File: config.mk
export PLATFORM = sky130hd
export DESIGN_NAME = sync_fifo_flex_flat
export DESIGN_NICKNAME = d
export VERILOG_FILES = /design/src/rtl/fifo_pkg.sv /design/src/rtl/sync_fifo_flex_if.sv /design/src/rtl/fifo_ram.sv /design/src/rtl/sync_fifo_flex.sv /design/src/flat_wrapper.sv
export SDC_FILE = /design/constraint.sdc
export NUM_CORES = 1
export LEC_CHECK = 0
export CAP_MARGIN = 30
export CORE_MARGIN = 2
export CORE_UTILIZATION = 58
export DETAILED_ROUTE_END_ITERATION = 6
export PLACE_DENSITY_LB_ADDON = 0.25
export SLEW_MARGIN = 20
export SYNTH_ARGS = -nofsm -noshare
export SYNTH_HDL_FRONTEND = slang
export SYNTH_HIERARCHICAL = 1
export SYNTH_SLANG_ARGS = --single-unit
File: constraint.sdc
create_clock -name clk -period 8.6 [get_ports clk]
set_input_delay 0.86 -clock clk [delete_from_list [all_inputs] [get_ports clk]]
set_output_delay 0.86 -clock clk [all_outputs]
set_load 0.02 [all_outputs]
File: src/rtl/fifo_pkg.sv
// Shared definitions for the sync_fifo_flex family: width helper,
// read-mode constants and error-flag bit positions.
package fifo_pkg;

  // Read-mode selector values for the FWFT parameter.
  localparam int FIFO_MODE_STD  = 0;
  localparam int FIFO_MODE_FWFT = 1;

  // Bit positions of the sticky error flags inside a packed status word.
  localparam int ERR_OVERFLOW_BIT  = 0;
  localparam int ERR_UNDERFLOW_BIT = 1;
  localparam int ERR_BITS          = 2;

  // Ceiling log2 for tools without $clog2; clog2(1) = 0.
  function automatic int clog2(input int value);
    int res;
    int v;
    res = 0;
    v   = value - 1;
    while (v > 0) begin
      res = res + 1;
      v   = v >> 1;
    end
    return res;
  endfunction

endpackage

File: src/rtl/sync_fifo_flex_if.sv
// Handshake, data, threshold and status bundle of sync_fifo_flex.
// master = producer/consumer side, slave = the FIFO itself.
interface sync_fifo_flex_if
  import fifo_pkg::*;
#(
  parameter int WIDTH = 8,
  parameter int DEPTH = 16,
  parameter int CNT_W = clog2(DEPTH + 1)
);

  logic             clear;
  logic             wr_en;
  logic [WIDTH-1:0] input_data;
  logic             rd_en;
  logic [WIDTH-1:0] output_data;
  logic             output_valid;
  logic             full;
  logic             empty;
  logic             almost_full;
  logic             almost_empty;
  logic [CNT_W-1:0] af_thresh;
  logic [CNT_W-1:0] ae_thresh;
  logic [CNT_W-1:0] count;
  logic             overflow;
  logic             underflow;

  modport master (
    output clear, wr_en, input_data, rd_en, af_thresh, ae_thresh,
    input  output_data, output_valid, full, empty, almost_full, almost_empty,
           count, overflow, underflow
  );

  modport slave (
    input  clear, wr_en, input_data, rd_en, af_thresh, ae_thresh,
    output output_data, output_valid, full, empty, almost_full, almost_empty,
           count, overflow, underflow
  );

endinterface

File: src/rtl/fifo_ram.sv
// DEPTH x WIDTH storage with a synchronous write port and an asynchronous
// read port. Kept separate so a vendor RAM macro can replace it.
module fifo_ram
  import fifo_pkg::*;
#(
  parameter int WIDTH = 8,
  parameter int DEPTH = 16,
  parameter int AW    = clog2(DEPTH)
) (
  input  logic             clk,
  input  logic             we,
  input  logic [AW-1:0]    waddr,
  input  logic [WIDTH-1:0] wdata,
  input  logic [AW-1:0]    raddr,
  output logic [WIDTH-1:0] rdata
);

  logic [WIDTH-1:0] mem_q [DEPTH];

  // Write port: store one word per accepted write; contents are never reset.
  always_ff @(posedge clk) begin
    if (we) begin
      mem_q[waddr] <= wdata;
    end
  end

  assign rdata = mem_q[raddr];

endmodule

File: src/rtl/sync_fifo_flex.sv
// Single-clock circular FIFO with arbitrary depth, optional first-word
// fall-through, runtime almost-full/empty thresholds, synchronous flush
// and sticky overflow/underflow flags.
module sync_fifo_flex
  import fifo_pkg::*;
#(
  parameter int WIDTH = 8,
  parameter int DEPTH = 16,
  parameter int FWFT  = FIFO_MODE_STD,
  parameter int PTR_W = clog2(DEPTH),
  parameter int CNT_W = clog2(DEPTH + 1)
) (
  input  logic              clk,
  input  logic              reset_n,
  sync_fifo_flex_if.slave   fifo
);

  localparam logic [CNT_W-1:0] DEPTH_C  = CNT_W'(DEPTH);
  localparam logic [PTR_W-1:0] LAST_PTR = PTR_W'(DEPTH - 1);

  logic [PTR_W-1:0]    wr_ptr_q, wr_ptr_d;
  logic [PTR_W-1:0]    rd_ptr_q, rd_ptr_d;
  logic [CNT_W-1:0]    count_q, count_d;
  logic [WIDTH-1:0]    dout_q, dout_d;
  logic                vld_q, vld_d;
  logic [ERR_BITS-1:0] err_q, err_d;

  logic             full_s;
  logic             empty_s;
  logic             rd_acc;
  logic             wr_acc;
  logic             ram_we;
  logic [WIDTH-1:0] ram_rdata;

  // Wrap by explicit compare so non-power-of-two depths work.
  function automatic logic [PTR_W-1:0] ptr_inc(input logic [PTR_W-1:0] p);
    return (p == LAST_PTR) ? '0 : p + PTR_W'(1);
  endfunction

  // Status flags depend only on the registered count.
  assign full_s  = (count_q == DEPTH_C);
  assign empty_s = (count_q == '0);

  // A full FIFO still takes a write when a read frees a slot in the same cycle.
  assign rd_acc = fifo.rd_en && !empty_s;
  assign wr_acc = fifo.wr_en && (!full_s || fifo.rd_en);

  // Flush and reset both suppress the storage write on this edge.
  assign ram_we = wr_acc && !fifo.clear && reset_n;

  fifo_ram #(
    .WIDTH (WIDTH),
    .DEPTH (DEPTH),
    .AW    (PTR_W)
  ) u_ram (
    .clk   (clk),
    .we    (ram_we),
    .waddr (wr_ptr_q),
    .wdata (fifo.input_data),
    .raddr (rd_ptr_q),
    .rdata (ram_rdata)
  );

  // Next-state: pointers, occupancy, registered read data and error flags.
  always_comb begin
    wr_ptr_d = wr_ptr_q;
    rd_ptr_d = rd_ptr_q;
    count_d  = count_q;
    dout_d   = dout_q;
    vld_d    = 1'b0;
    err_d    = err_q;
    if (fifo.clear) begin
      wr_ptr_d = '0;
      rd_ptr_d = '0;
      count_d  = '0;
      err_d    = '0;
    end else begin
      if (wr_acc) begin
        wr_ptr_d = ptr_inc(wr_ptr_q);
      end
      if (rd_acc) begin
        rd_ptr_d = ptr_inc(rd_ptr_q);
        dout_d   = ram_rdata;
        vld_d    = 1'b1;
      end
      case ({wr_acc, rd_acc})
        2'b10:   count_d = count_q + CNT_W'(1);
        2'b01:   count_d = count_q - CNT_W'(1);
        default: count_d = count_q;
      endcase
      if (fifo.wr_en && full_s && !fifo.rd_en) begin
        err_d[ERR_OVERFLOW_BIT] = 1'b1;
      end
      if (fifo.rd_en && empty_s) begin
        err_d[ERR_UNDERFLOW_BIT] = 1'b1;
      end
    end
  end

  // State register with asynchronous active-low reset.
  always_ff @(posedge clk or negedge reset_n) begin
    if (!reset_n) begin
      wr_ptr_q <= '0;
      rd_ptr_q <= '0;
      count_q  <= '0;
      dout_q   <= '0;
      vld_q    <= 1'b0;
      err_q    <= '0;
    end else begin
      wr_ptr_q <= wr_ptr_d;
      rd_ptr_q <= rd_ptr_d;
      count_q  <= count_d;
      dout_q   <= dout_d;
      vld_q    <= vld_d;
      err_q    <= err_d;
    end
  end

  // FWFT presents the head word directly; standard mode uses the read register.
  assign fifo.output_data  = (FWFT == FIFO_MODE_FWFT) ? ram_rdata : dout_q;
  assign fifo.output_valid = (FWFT == FIFO_MODE_FWFT) ? !empty_s  : vld_q;

  assign fifo.full         = full_s;
  assign fifo.empty        = empty_s;
  assign fifo.almost_full  = (count_q >= fifo.af_thresh);
  assign fifo.almost_empty = (count_q <= fifo.ae_thresh);
  assign fifo.count        = count_q;
  assign fifo.overflow     = err_q[ERR_OVERFLOW_BIT];
  assign fifo.underflow    = err_q[ERR_UNDERFLOW_BIT];

endmodule

File: src/flat_wrapper.sv
// flat-port wrapper written by rule: the top's interface ports become plain ports
module sync_fifo_flex_flat import fifo_pkg::*;
#(
  parameter int WIDTH = 8,
  parameter int DEPTH = 16,
  parameter int FWFT  = FIFO_MODE_STD,
  parameter int PTR_W = clog2(DEPTH),
  parameter int CNT_W = clog2(DEPTH + 1)
)
  (clk, reset_n, fifo_clear, fifo_wr_en, fifo_input_data, fifo_rd_en, fifo_af_thresh, fifo_ae_thresh, fifo_output_data, fifo_output_valid, fifo_full, fifo_empty, fifo_almost_full, fifo_almost_empty, fifo_count, fifo_overflow, fifo_underflow);
  sync_fifo_flex_if #(.WIDTH(WIDTH), .DEPTH(DEPTH), .CNT_W(CNT_W)) fifo_i ();
  input  logic clk;
  input  logic reset_n;
  input wire logic [$bits(fifo_i.clear)-1:0] fifo_clear;
  input wire logic [$bits(fifo_i.wr_en)-1:0] fifo_wr_en;
  input wire logic [$bits(fifo_i.input_data)-1:0] fifo_input_data;
  input wire logic [$bits(fifo_i.rd_en)-1:0] fifo_rd_en;
  input wire logic [$bits(fifo_i.af_thresh)-1:0] fifo_af_thresh;
  input wire logic [$bits(fifo_i.ae_thresh)-1:0] fifo_ae_thresh;
  output wire logic [$bits(fifo_i.output_data)-1:0] fifo_output_data;
  output wire logic [$bits(fifo_i.output_valid)-1:0] fifo_output_valid;
  output wire logic [$bits(fifo_i.full)-1:0] fifo_full;
  output wire logic [$bits(fifo_i.empty)-1:0] fifo_empty;
  output wire logic [$bits(fifo_i.almost_full)-1:0] fifo_almost_full;
  output wire logic [$bits(fifo_i.almost_empty)-1:0] fifo_almost_empty;
  output wire logic [$bits(fifo_i.count)-1:0] fifo_count;
  output wire logic [$bits(fifo_i.overflow)-1:0] fifo_overflow;
  output wire logic [$bits(fifo_i.underflow)-1:0] fifo_underflow;
  assign fifo_i.clear = fifo_clear;
  assign fifo_i.wr_en = fifo_wr_en;
  assign fifo_i.input_data = fifo_input_data;
  assign fifo_i.rd_en = fifo_rd_en;
  assign fifo_i.af_thresh = fifo_af_thresh;
  assign fifo_i.ae_thresh = fifo_ae_thresh;
  assign fifo_output_data = fifo_i.output_data;
  assign fifo_output_valid = fifo_i.output_valid;
  assign fifo_full = fifo_i.full;
  assign fifo_empty = fifo_i.empty;
  assign fifo_almost_full = fifo_i.almost_full;
  assign fifo_almost_empty = fifo_i.almost_empty;
  assign fifo_count = fifo_i.count;
  assign fifo_overflow = fifo_i.overflow;
  assign fifo_underflow = fifo_i.underflow;
  sync_fifo_flex #(.WIDTH(WIDTH), .DEPTH(DEPTH), .FWFT(FWFT), .PTR_W(PTR_W), .CNT_W(CNT_W)) u_core (.clk(clk), .reset_n(reset_n), .fifo(fifo_i));
endmodule
### Yosys cells after proc, flatten, opt, wreduce, memory -nomap -nowiden

Memories as Yosys holds them, arrays and structs flattened. A register that Yosys moved wholly into a read port is not among the register bits.
Cells that the tools add are included.

| word-level totals | value |
|---|---|
| flip-flop bits (word level) | 16 |
| RAM bits | 128 |
| output and inout port bits | 20 |
| logic and storage cells | 54 |
| memories kept | 1 |

Memories:

| memory | depth | width | rd ports | clocked after memory_dff | wr ports | RTL line | text |
|---|---|---|---|---|---|---|---|
| u_core.u_ram.mem_q | 16 | 8 | 1 | 1 | 1 | fifo_ram.sv:18 | `logic [WIDTH-1:0] mem_q [DEPTH];` |

| cells by class | value |
|---|---|
| $add $sub $neg | 4 |
| order comparisons | 2 |
| equal/unequal tests | 5 |
| mux-type cells | 15 |
| bitwise operators | 1 |
| reductions and logical operators | 20 |

Operators by type and width:

| kind | number |
|---|---|
| two-way mux 4 bit | 6 |
| one-hot mux 5 bit (2 select lines) | 1 |
| adder 4 x 1 -> 4 bit, second input constant | 2 |
| equality test 4 bit, second input constant | 2 |
| nonzero test 2 bit | 4 |
| logical AND 1 bit | 7 |
| two-way mux 1 bit | 6 |
| adder 5 x 1 -> 5 bit, second input constant | 1 |
| equality test 5 bit, second input constant | 1 |
| >= comparator 5 bit | 1 |
| <= comparator 5 bit | 1 |
| zero test 1 bit | 5 |
| zero test 5 bit | 1 |
| two-way mux 5 bit | 1 |
| subtractor 5 x 1 -> 5 bit, second input constant | 1 |
| nonzero test 3 bit | 1 |
| equality test 2 x 1 -> 1 bit, second input constant | 1 |
| equality test 2 bit, second input constant | 1 |
| two-way mux 2 bit | 1 |
| AND reduction 2 bit | 1 |
| logical OR 1 bit | 1 |
| NOT 1 bit | 1 |

### Depth between registers and ports, before layout

Gate-level depths: netlist (run 1).

| depth | value |
|---|---|
| word-level depth | 8 |
| gate-level depth with buffers | 10 |
| mapped depth without buffers | 9 |

### Modules after synthesis

The synthesis (run 1) kept the hierarchy.

By module, submodules not included:

| module | instances | cells an instance | area each (µm²) |
|---|---|---|---|
| fifo_ram | 1 | 221 | 4987.3 |
| sync_fifo_flex | 1 | 144 | 1442.6 |

### Worst setup path after synthesis (run 1)

Ideal clock, no wire load.

| path | value |
|---|---|
| path type | input-to-reg |
| from | in fifo_rd_en |
| to | mem u_core.u_ram.mem_q[0][0] (enable) |
| data arrival time | 2.645 ns |
| data required time | 8.217 ns |
| slack | 5.572 ns |
| cell stages on the path | 5 |
| path buffers | 1 |
| path through | buf_2 o21ai_1 nor3b_1 or3b_2 nor3_1 |

| on the way | value |
|---|---|
| cells in the longest elaborated chain, start to end | 6 |

Ends and longest elaborated chain:

| element | RTL line | text |
|---|---|---|
| start: declaration | flat_wrapper.sv:17 | `input wire logic [$bits(fifo_i.rd_en)-1:0] fifo_rd_en;` |
| logical OR 1 bit | sync_fifo_flex.sv:46 | `assign wr_acc = fifo.wr_en && (!full_s \|\| fifo.rd_en);` |
| logical AND 1 bit | sync_fifo_flex.sv:46 |  |
| logical AND 1 bit (2 in series) | sync_fifo_flex.sv:49 | `assign ram_we = wr_acc && !fifo.clear && reset_n;` |
| via u_core.ram_we | sync_fifo_flex.sv:32 | `logic ram_we;` |
| two-way mux 1 bit | fifo_ram.sv:22 | `if (we) begin` |
| two-way mux 1 bit (implied by the code) | fifo_ram.sv:23 | `mem_q[waddr] <= wdata;` |
| end: declaration | fifo_ram.sv:18 |  |

The timed path passes the listed nets, and every way through them passes these cells.

### Worst setup path in the final report (run 1)

| path | value |
|---|---|
| from | in fifo_ae_thresh[1] |
| to | out fifo_almost_empty |

| on the way | value |
|---|---|
| cells in the longest elaborated chain, start to end | 1 |

Ends and longest elaborated chain:

| element | RTL line | text |
|---|---|---|
| start: declaration | flat_wrapper.sv:19 | `input wire logic [$bits(fifo_i.ae_thresh)-1:0] fifo_ae_thresh;` |
| <= comparator 5 bit | sync_fifo_flex.sv:126 | `assign fifo.almost_empty = (count_q <= fifo.ae_thresh);` |
| end: declaration | flat_wrapper.sv:25 | `output wire logic [$bits(fifo_i.almost_empty)-1:0] fifo_almost_empty;` |

No other way between the ends.

==> parameters.txt, run 1 <==
Parameter                              Value

Run status
  Outcome ... complete, no violations

Placed design
  Routability-driven placement congestion ratio ... around 0.79
  Place WS ... 4.64 ns
  Number of port buffers ... 42
  Hpwl dp ... around 8.0 mm
  Total placed cells including tap cells ... 538
  Placement-stage cell area ... about 0.007 mm2

Timing
  Period minus WS final ... 3.88 ns
  Number of pins exceeding their max-slew limit in the final report ... 0
  Post-route clock skew ... roughly 0.012 ns
  Transition time at the pin with the least slew margin ... roughly 0.87 ns
  Period utilisation layout ... 45.2%
  RSZ-0062 raised after global routing ... no
  Final worst-path setup slack ... between 4 and 5 ns
  Achievable frequency ... approximately 0.26 GHz
  Hold Vio Cnt, Final ... 0
  Relative max-transition margin ... a little over two fifths
  Setup TNS Final ... 0 ns
  Number of failing setup endpoints in the final timing report ... 0

Route
  Iteration-0 DRC Markers ... 260
  DR DRC count ... 0
  Post-detailed-route via-to-cell ratio ... 6.17
  Remaining antenna violation count ... 0
  Avg WL per Cell ... roughly 22 um
  Total detailed-routing wirelength ... 12.6 mm
  Vias ... between 3000 and 4000
  First-pass iteration count of the detailed router ... 7

Power and ir drop
  Internal cell power ... 1580 uW
  Reg power frac ... between 40 and 50%
  Switching power ... ~600 uW
  Part of the total power dissipated in the clock network ... between 30% and 40%
  Worst vdd rail ir drop ... between 0.15 and 0.2 mV
  Switching fraction of total power ... around 28%
  Leakage power ... 0.00263 uW
  Part of the power in combinational logic ... between 20% and 30%
  PD cells ... ~290 mW/mm2

Layout
  Register area ... 0.00445 mm2
  Ratio of cells with drive above 1 in the final layout ... 17.0%
  Total inserted antenna cells ... 0
  Post-route cell area ... ~0.0076 mm2
  Multi-input combinational cell area ... 0.00185 mm2
  Nets ... roughly 450
  Final-layout fill cell count ... between 600 and 700
  Final cell count without fillers ... between 500 and 600
  Area Growth Syn to Fin ... 17.9%

Global routing
  Total grt overflow ... 0
  Initial antenna violation count ... 0
  Number of global-route vias before repair ... roughly 3400
  Largest net degree at the start of global routing ... 38
  Global-route wire length before repair ... about 19 mm
  Total Routing Usage GR ... a little under a quarter

Synth
  Top post-synthesis cells by area ... edfxtp_1 60%, dfrtp_1 9.3%, mux4_2 6.3%
  Number of warnings printed during yosys synthesis ... 6
  Synthesized instance count ... 365
  Post-synthesis net count ... between 400 and 500
  Yosys top cell by area ... edfxtp_1
  Share of flip-flops with an asynchronous set or reset ... between 15 and 20%
  Number of synthesized flops with an enable pin ... between 100 and 150
  Proportion of synthesized chip area in sequential cells ... between 60 and 70%
  Post-synthesis instance area ... 0.00643 mm2
  Number of distinct library cell variants in the gate-level netlist after synthesis ... 45
  Synth Flop Type ... edfxtp_1
  Total of flip-flops plus latches after synthesis ... about 150
  Average size of a mapped cell ... 17.6 um2
  Area fraction of the dominant cell type after synthesis ... 59.8%

CTS
  CTS sink count ... 152
  Count of hold-fix buffers inserted at cts ... 0
  Resized cells post-CTS ... 0
  Post-CTS Setup Bufs ... 0
  Total number of H-tree levels ... 4
  Clock transition at path regs ... roughly 0.06 ns
  Cts bufs inserted ... 17
  Maximum clock insertion buffer count ... 2
  Insertion delay to the later sink of the worst-skew pair ... 0.51 ns
  TritonCTS clock tree ... built
  Root buf cell ... clkbuf_8

Worst setup path
  Nature of the critical path startpoint ... primary input
  Data required time of the critical path ... between 7 and 8 ns
  Critical path fanouts, max ... 2
  Endpoint class of the critical path ... output port
  Worst-case register-to-register setup slack ... around 5.5 ns
  Launching instance or port of the critical path ... fifo_ae_thresh[1]
  Arr. time, crit path ... between 3 and 4 ns
  R2r startpoint ... u_core/fifo.count[2]
  Crit Path Class ... in2out

Run
  Number of max-cap violations ... 0

Floorplanning
  Area enclosed by the die boundary ... 0.0119 mm2
  Starting utilization of the core area ... around three fifths
  Core area ... around 0.011 mm2
  Rows ... 38
  Top-level port count ... 43
  Die Wd ... ~110 um
  Die boundary height ... 109 um

Worst hold path
  HP Class ... reg2reg
  Worst Min Path Start ... u_core/err_q[1]
flip-flops by register name (all words and copies together), names as in the netlist:
name / cells
u_core/err_q: 2
u_core/fifo.count: 5
u_core/fifo.output_data: 8
u_core/fifo.output_valid: 1
u_core/rd_ptr_q: 4
u_core/u_ram/mem_q: 128
u_core/wr_ptr_q: 4
cells by family after synthesis:
group           count (synthesis)  synth area share [%]
buf+inv                        25                  2.24
simple gates                   76                  5.82
fa+ha+maj                      14                  2.72
flops                         152                  69.1
xor+xnor                        5                 0.681
compound gates                 49                  5.37
mux                            44                  14.0
power groups by stage:
stage / clock [uW] / sequential, uW / combinational, uW
4_1_cts: 772 / 895 / 534
3_3_place_gp: 0 / 909 / 518
6_report: 760 / 894 / 531
3_5_place_dp: 0 / 910 / 527
5_1_grt: 804 / 900 / 571
2_1_floorplan: 0 / 926 / 338
critical path, cell delays in order:
cell and delay (ns):
clkdlybuf4s50_1 0.46, inv_1 0.04, ha_1 0.29, nor2b_1 0.14, o21a_1 0.16, o21a_1 0.16
o21a_1 0.17, o22ai_1 0.12, clkdlybuf4s50_1 0.62
layout make-up:
cell class	instances	share of cell area [%]
clock buffer	18	5.51
inverter	12	0.594
timing repair buffer	46	5.91
tap	140	2.31
clock inverter	14	2.59
multi-input combinational	188	24.4
sequential	152	58.7
per-stage QoR:
| stage | total power [uW] | utilization (%) | hold slack [ns] |
|---|---|---|---|
| after floorplan | 1260 | - | 0.564 |
| after global placement | 1430 | 64.1 | 0.491 |
| after detailed placement | 1440 | 64.2 | 0.497 |
| after CTS | 2200 | 69.9 | 0.511 |
| after global routing | 2270 | 69.9 | 0.522 |
| final | 2180 | 69.9 | 0.501 |
synthesized netlist by cell type (all sizes together), types with 2 or more instances:
| cell | count |
|---|---|
| clkdlybuf4s25 | 3 |
| dfrtp | 24 |
| mux2i | 4 |
| inv | 12 |
| ha | 14 |
| nand3b | 2 |
| buf | 8 |
| o21ai | 6 |
| mux4 | 32 |
| o21a | 5 |
| and2b | 2 |
| a21oi | 15 |
| nand2 | 17 |
| nor2 | 26 |
| or3 | 4 |
| xor2 | 4 |
| mux2 | 8 |
| edfxtp | 128 |
| nand3 | 5 |
| nor2b | 3 |
| nand2b | 4 |
| and2 | 2 |
| a311o | 2 |
| a22oi | 16 |
| clkbuf | 2 |
| nor3 | 6 |
routing by layer:
layer  global-route usage, %  up-vias  share of wire [%]
li1                        -     1558                  -
met1                    31.0     1771                 41
met2                    35.7      169                 50
met3                    5.10       21                7.4
met4                    8.77        0                1.5
met5                       0        -                  0
final timing paths:
path                            cells past startpoint                  endpoint
worst max-delay path                                9         fifo_almost_empty
worst min-delay path                                2           u_core/err_q[1]
worst max register to register                      6  u_core/u_ram/mem_q[3][2]
worst min register to register                      2           u_core/err_q[1]
max in group asynchronous                           2        u_core/rd_ptr_q[1]
min in group asynchronous                           2           u_core/err_q[1]
cells in the final DEF, fill, tap and decap left out, drive strengths merged, types with 2 or more instances in the layout:
cell	instances
edfxtp	128
clkdlybuf4s50	42
mux4	32
nor2	26
dfrtp	24
clkbuf	18
nand2	17
a22oi	16
a21oi	15
inv	15
ha	14
mux2	8
o21ai	6
nor3	6
nand3	5
o21a	5
clkinv	5
bufinv	4
xor2	4
nand2b	4
mux2i	4
or3	4
buf	4
nor2b	3
clkinvlp	2
and2b	2
a311o	2
and2	2
nand3b	2
No activity file was read; power rests on OpenSTA's default activity.
==> run 2: changes to the inputs <==
CORE_UTILIZATION = 53   (was 58)
clock period = 3.3 ns   (was 8.6 ns; I/O delays follow)
==> run 2 against run 1 <==
  * Die area rose by 9.1%
  * Via count is 0.82% lower
  * Non-clock buffer count increased by 18
  * Sequential share of layout area is 0.98 points lower
  * Cell count rose by 4.4%
  * Worst hold slack lost 0.078 ns
  * Critical path type is now reg2out
  * Sequential power rose to 2.6 times the previous value
  * Power rose to 2.6 times the previous value
  * Largest power group unchanged
==> parameters.txt, run 2 (synthesis gave the netlist of run 1 again) <==
Parameter                              Value

Run status
  Outcome ... complete, no violations

Floorplanning
  Area enclosed by the die boundary ... 0.0130 mm2 (+9.1%)
  Die boundary height ... 114 um (+4.4%)
  Top-level port count ... 43 (unchanged)
  Rows ... 40 (+5.3%)
  Core area ... 0.0119 mm2 (+9.9%)
  Starting utilization of the core area ... 54.0% (-5.3 points)
  Die Wd ... 114 um (+4.4%)

Global routing
  Initial antenna violation count ... 0 (unchanged)
  Largest net degree at the start of global routing ... 31 (-18%)
  Total grt overflow ... 0 (unchanged)
  Number of global-route vias before repair ... 3552 (+3.7%)
  Total Routing Usage GR ... 20.8% (-1.7 points)
  Global-route wire length before repair ... 19.5 mm (+1.9%)

Worst setup path
  Worst-case register-to-register setup slack ... 0.47 ns (-5.05 ns)
  R2r startpoint ... u_core/fifo.count[2]
  Crit Path Class ... reg2out
  Arr. time, crit path ... 2.59 ns (-0.43 ns)
  Critical register-to-register path endpoint ... u_core/fifo.count[4]
  Cell class contributing the biggest share of worst-path delay ... buffers and inverters
  Buffering stage count on the worst path with inverters included ... 2 (-1)
  Data required time of the critical path ... 2.97 ns (-4.77 ns)
  Cell repeated most along the worst path ... o21a_1
  Nature of the critical path startpoint ... flop
  Endpoint class of the critical path ... output port
  Worst-path cell chain ... buf_4 > ha_1 > nor2b_1 > o21a_1 > o21a_1 > o21a_1 > o22ai_1 > clkdlybuf4s50_1
  Worst Reg-to-Reg Cells ... 9 (+3)
  Critical path fanouts, max ... 9 (+7)
  Slowest cell delay on critical path ... 0.62 ns (about the same)
  Cell type of the slowest stage on the worst timing path ... clkdlybuf4s50_1

Timing
  Worst Hold Margin ... 0.423 ns (-0.0777 ns)
  Post-route clock skew ... 0.00926 ns (-0.00242 ns)
  Hold Vio Cnt, Final ... 0 (unchanged)
  Number of failing setup endpoints in the final timing report ... 0 (unchanged)
  Relative max-transition margin ... 45.5% (+3.8 points)
  RSZ-0062 raised after global routing ... no
  Achievable frequency ... ~0.34 GHz
  Number of pins exceeding their max-slew limit in the final report ... 0 (unchanged)
  Setup TNS Final ... 0 ns (unchanged)
  Period utilisation layout ... roughly 88%
  Transition time at the pin with the least slew margin ... 0.817 ns (-0.0549 ns)
  Period minus WS final ... between 2 and 3 ns

CTS
  Count of hold-fix buffers inserted at cts ... 0 (unchanged)
  Maximum clock insertion buffer count ... 2 (unchanged)
  TritonCTS clock tree ... built
  Total number of H-tree levels ... 4 (unchanged)
  Resized cells post-CTS ... 0 (unchanged)
  Clock transition at path regs ... 0.06 ns (about the same)
  Root buf cell ... clkbuf_16
  Post-CTS Setup Bufs ... 0 (unchanged)
  Cts bufs inserted ... 17 (unchanged)
  Insertion delay to the later sink of the worst-skew pair ... 0.42 ns (-0.09 ns)
  CTS sink count ... 152 (unchanged)

Layout
  Area Growth Syn to Fin ... 19.9%
  Highest-count cells in the layout ignoring fill and taps ... 128 x edfxtp_1, 42 x clkdlybuf4s50_1, 25 x nor2_1
  Commonest non-fill, non-tap cell in the layout ... edfxtp_1
  Total inserted antenna cells ... 0 (unchanged)
  Nets ... 472 (+4.0%)
  Flip-flop count of the largest register after layout ... 128 (unchanged)
  Final-layout fill cell count ... 866 (+28%)
  Ratio of cells with drive above 1 in the final layout ... 19.4% (+2.4 points)
  Register bank with the most flops ... u_core/u_ram/mem_q

Run
  Number of max-cap violations ... 0 (unchanged)

Route
  Remaining antenna violation count ... 0 (unchanged)
  Avg WL per Cell ... 20.7 um (-6.6%)
  DR DRC count ... 0 (unchanged)
  Post-detailed-route via-to-cell ratio ... 5.87 (-5.0%)
  Vias ... 3490 (-0.82%)
  Iteration-0 DRC Markers ... 286 (+10%)
  Total detailed-routing wirelength ... 12.3 mm (-2.5%)
  First-pass iteration count of the detailed router ... 5 (-2)

Worst hold path
  HP Class ... in2async

Power and ir drop
  Total power ... 5650 uW (+160%)
  Leakage power ... 0.00272 uW (+3.5%)
  Worst vdd rail ir drop ... 0.526 mV (+220%)
  PD cells ... 733 mW/mm2 (+150%)

Placed design
  Routability-driven placement congestion ratio ... 0.785 (-0.29%)
  Hpwl dp ... 7.93 mm (-0.38%)
  Number of port buffers ... 42 (unchanged)
[run 2: layout make-up]
cell class	instances	area (um2)	share of cell area [%]
flip-flops and latches	152	4450	57.7
multi-input cells	188	1840	23.9
repair buffers	64	598	7.76
clock buffers	23	478	6.20
well taps	147	184	2.39
clock inverters	9	115	1.49
inverters	12	45.0	0.584
[run 2: worst max path at each step]
| stage | startpoint | endpoint | cells after the start |
|---|---|---|---|
| 2_1_floorplan | u_core/fifo.count[1] | u_core/u_ram/mem_q[0][0] | 6 |
| 3_3_place_gp | fifo_wr_en | u_core/fifo.count[4] | 10 |
| 3_5_place_dp | fifo_wr_en | u_core/fifo.count[4] | 10 |
| 4_1_cts | u_core/fifo.count[1] | fifo_almost_empty | 8 |
| 5_1_grt | u_core/fifo.count[1] | fifo_almost_empty | 8 |
| 6_report | u_core/fifo.count[1] | fifo_almost_empty | 8 |
[run 2: worst reg2reg max path: cells and delay by family, from the launching register on]
kind	cells	cell delay, ns
XOR/XNOR	1	0.15
multiplexers	1	0.10
adder cells (fa/ha/maj)	1	0.22
flip-flops	1	0.52
AO/OA/AOI/OAI	3	0.56
AND/OR/NAND/NOR	3	1.21
[run 2: report_power, final]
part / switching, uW / internal (uW) / leakage (uW) / total (uW)
combinational: 708 / 736 / 0.000969 / 1440
sequential: 107 / 2190 / 0.00146 / 2290
clock: 727 / 1180 / 0.000290 / 1910
[run 2: through the flow]
stage          util [%]  area, um2  instances  setup slack [ns]
2_1_floorplan         -       6430        365             0.481
3_3_place_gp       59.7       7110        563             0.459
3_5_place_dp       59.7       7110        563             0.360
4_1_cts            64.7       7710        595             0.347
5_1_grt            64.7       7710        595             0.274
6_report           64.7       7710        595             0.384
[run 2: per-layer routing]
layer,up-vias,track usage [%],part of all wire [%]
met5,-,0,0
met4,0,6.26,0.85
met3,10,5.29,5.7
met2,90,32.3,49
met1,1791,29.5,44
li1,1599,-,-
==> run 3: changes to the inputs <==
CTS_CLUSTER_SIZE = 30   (was unset)
==> results of run 3 <==
No change in the layout: final DEF, timing and power equal those of run 2.
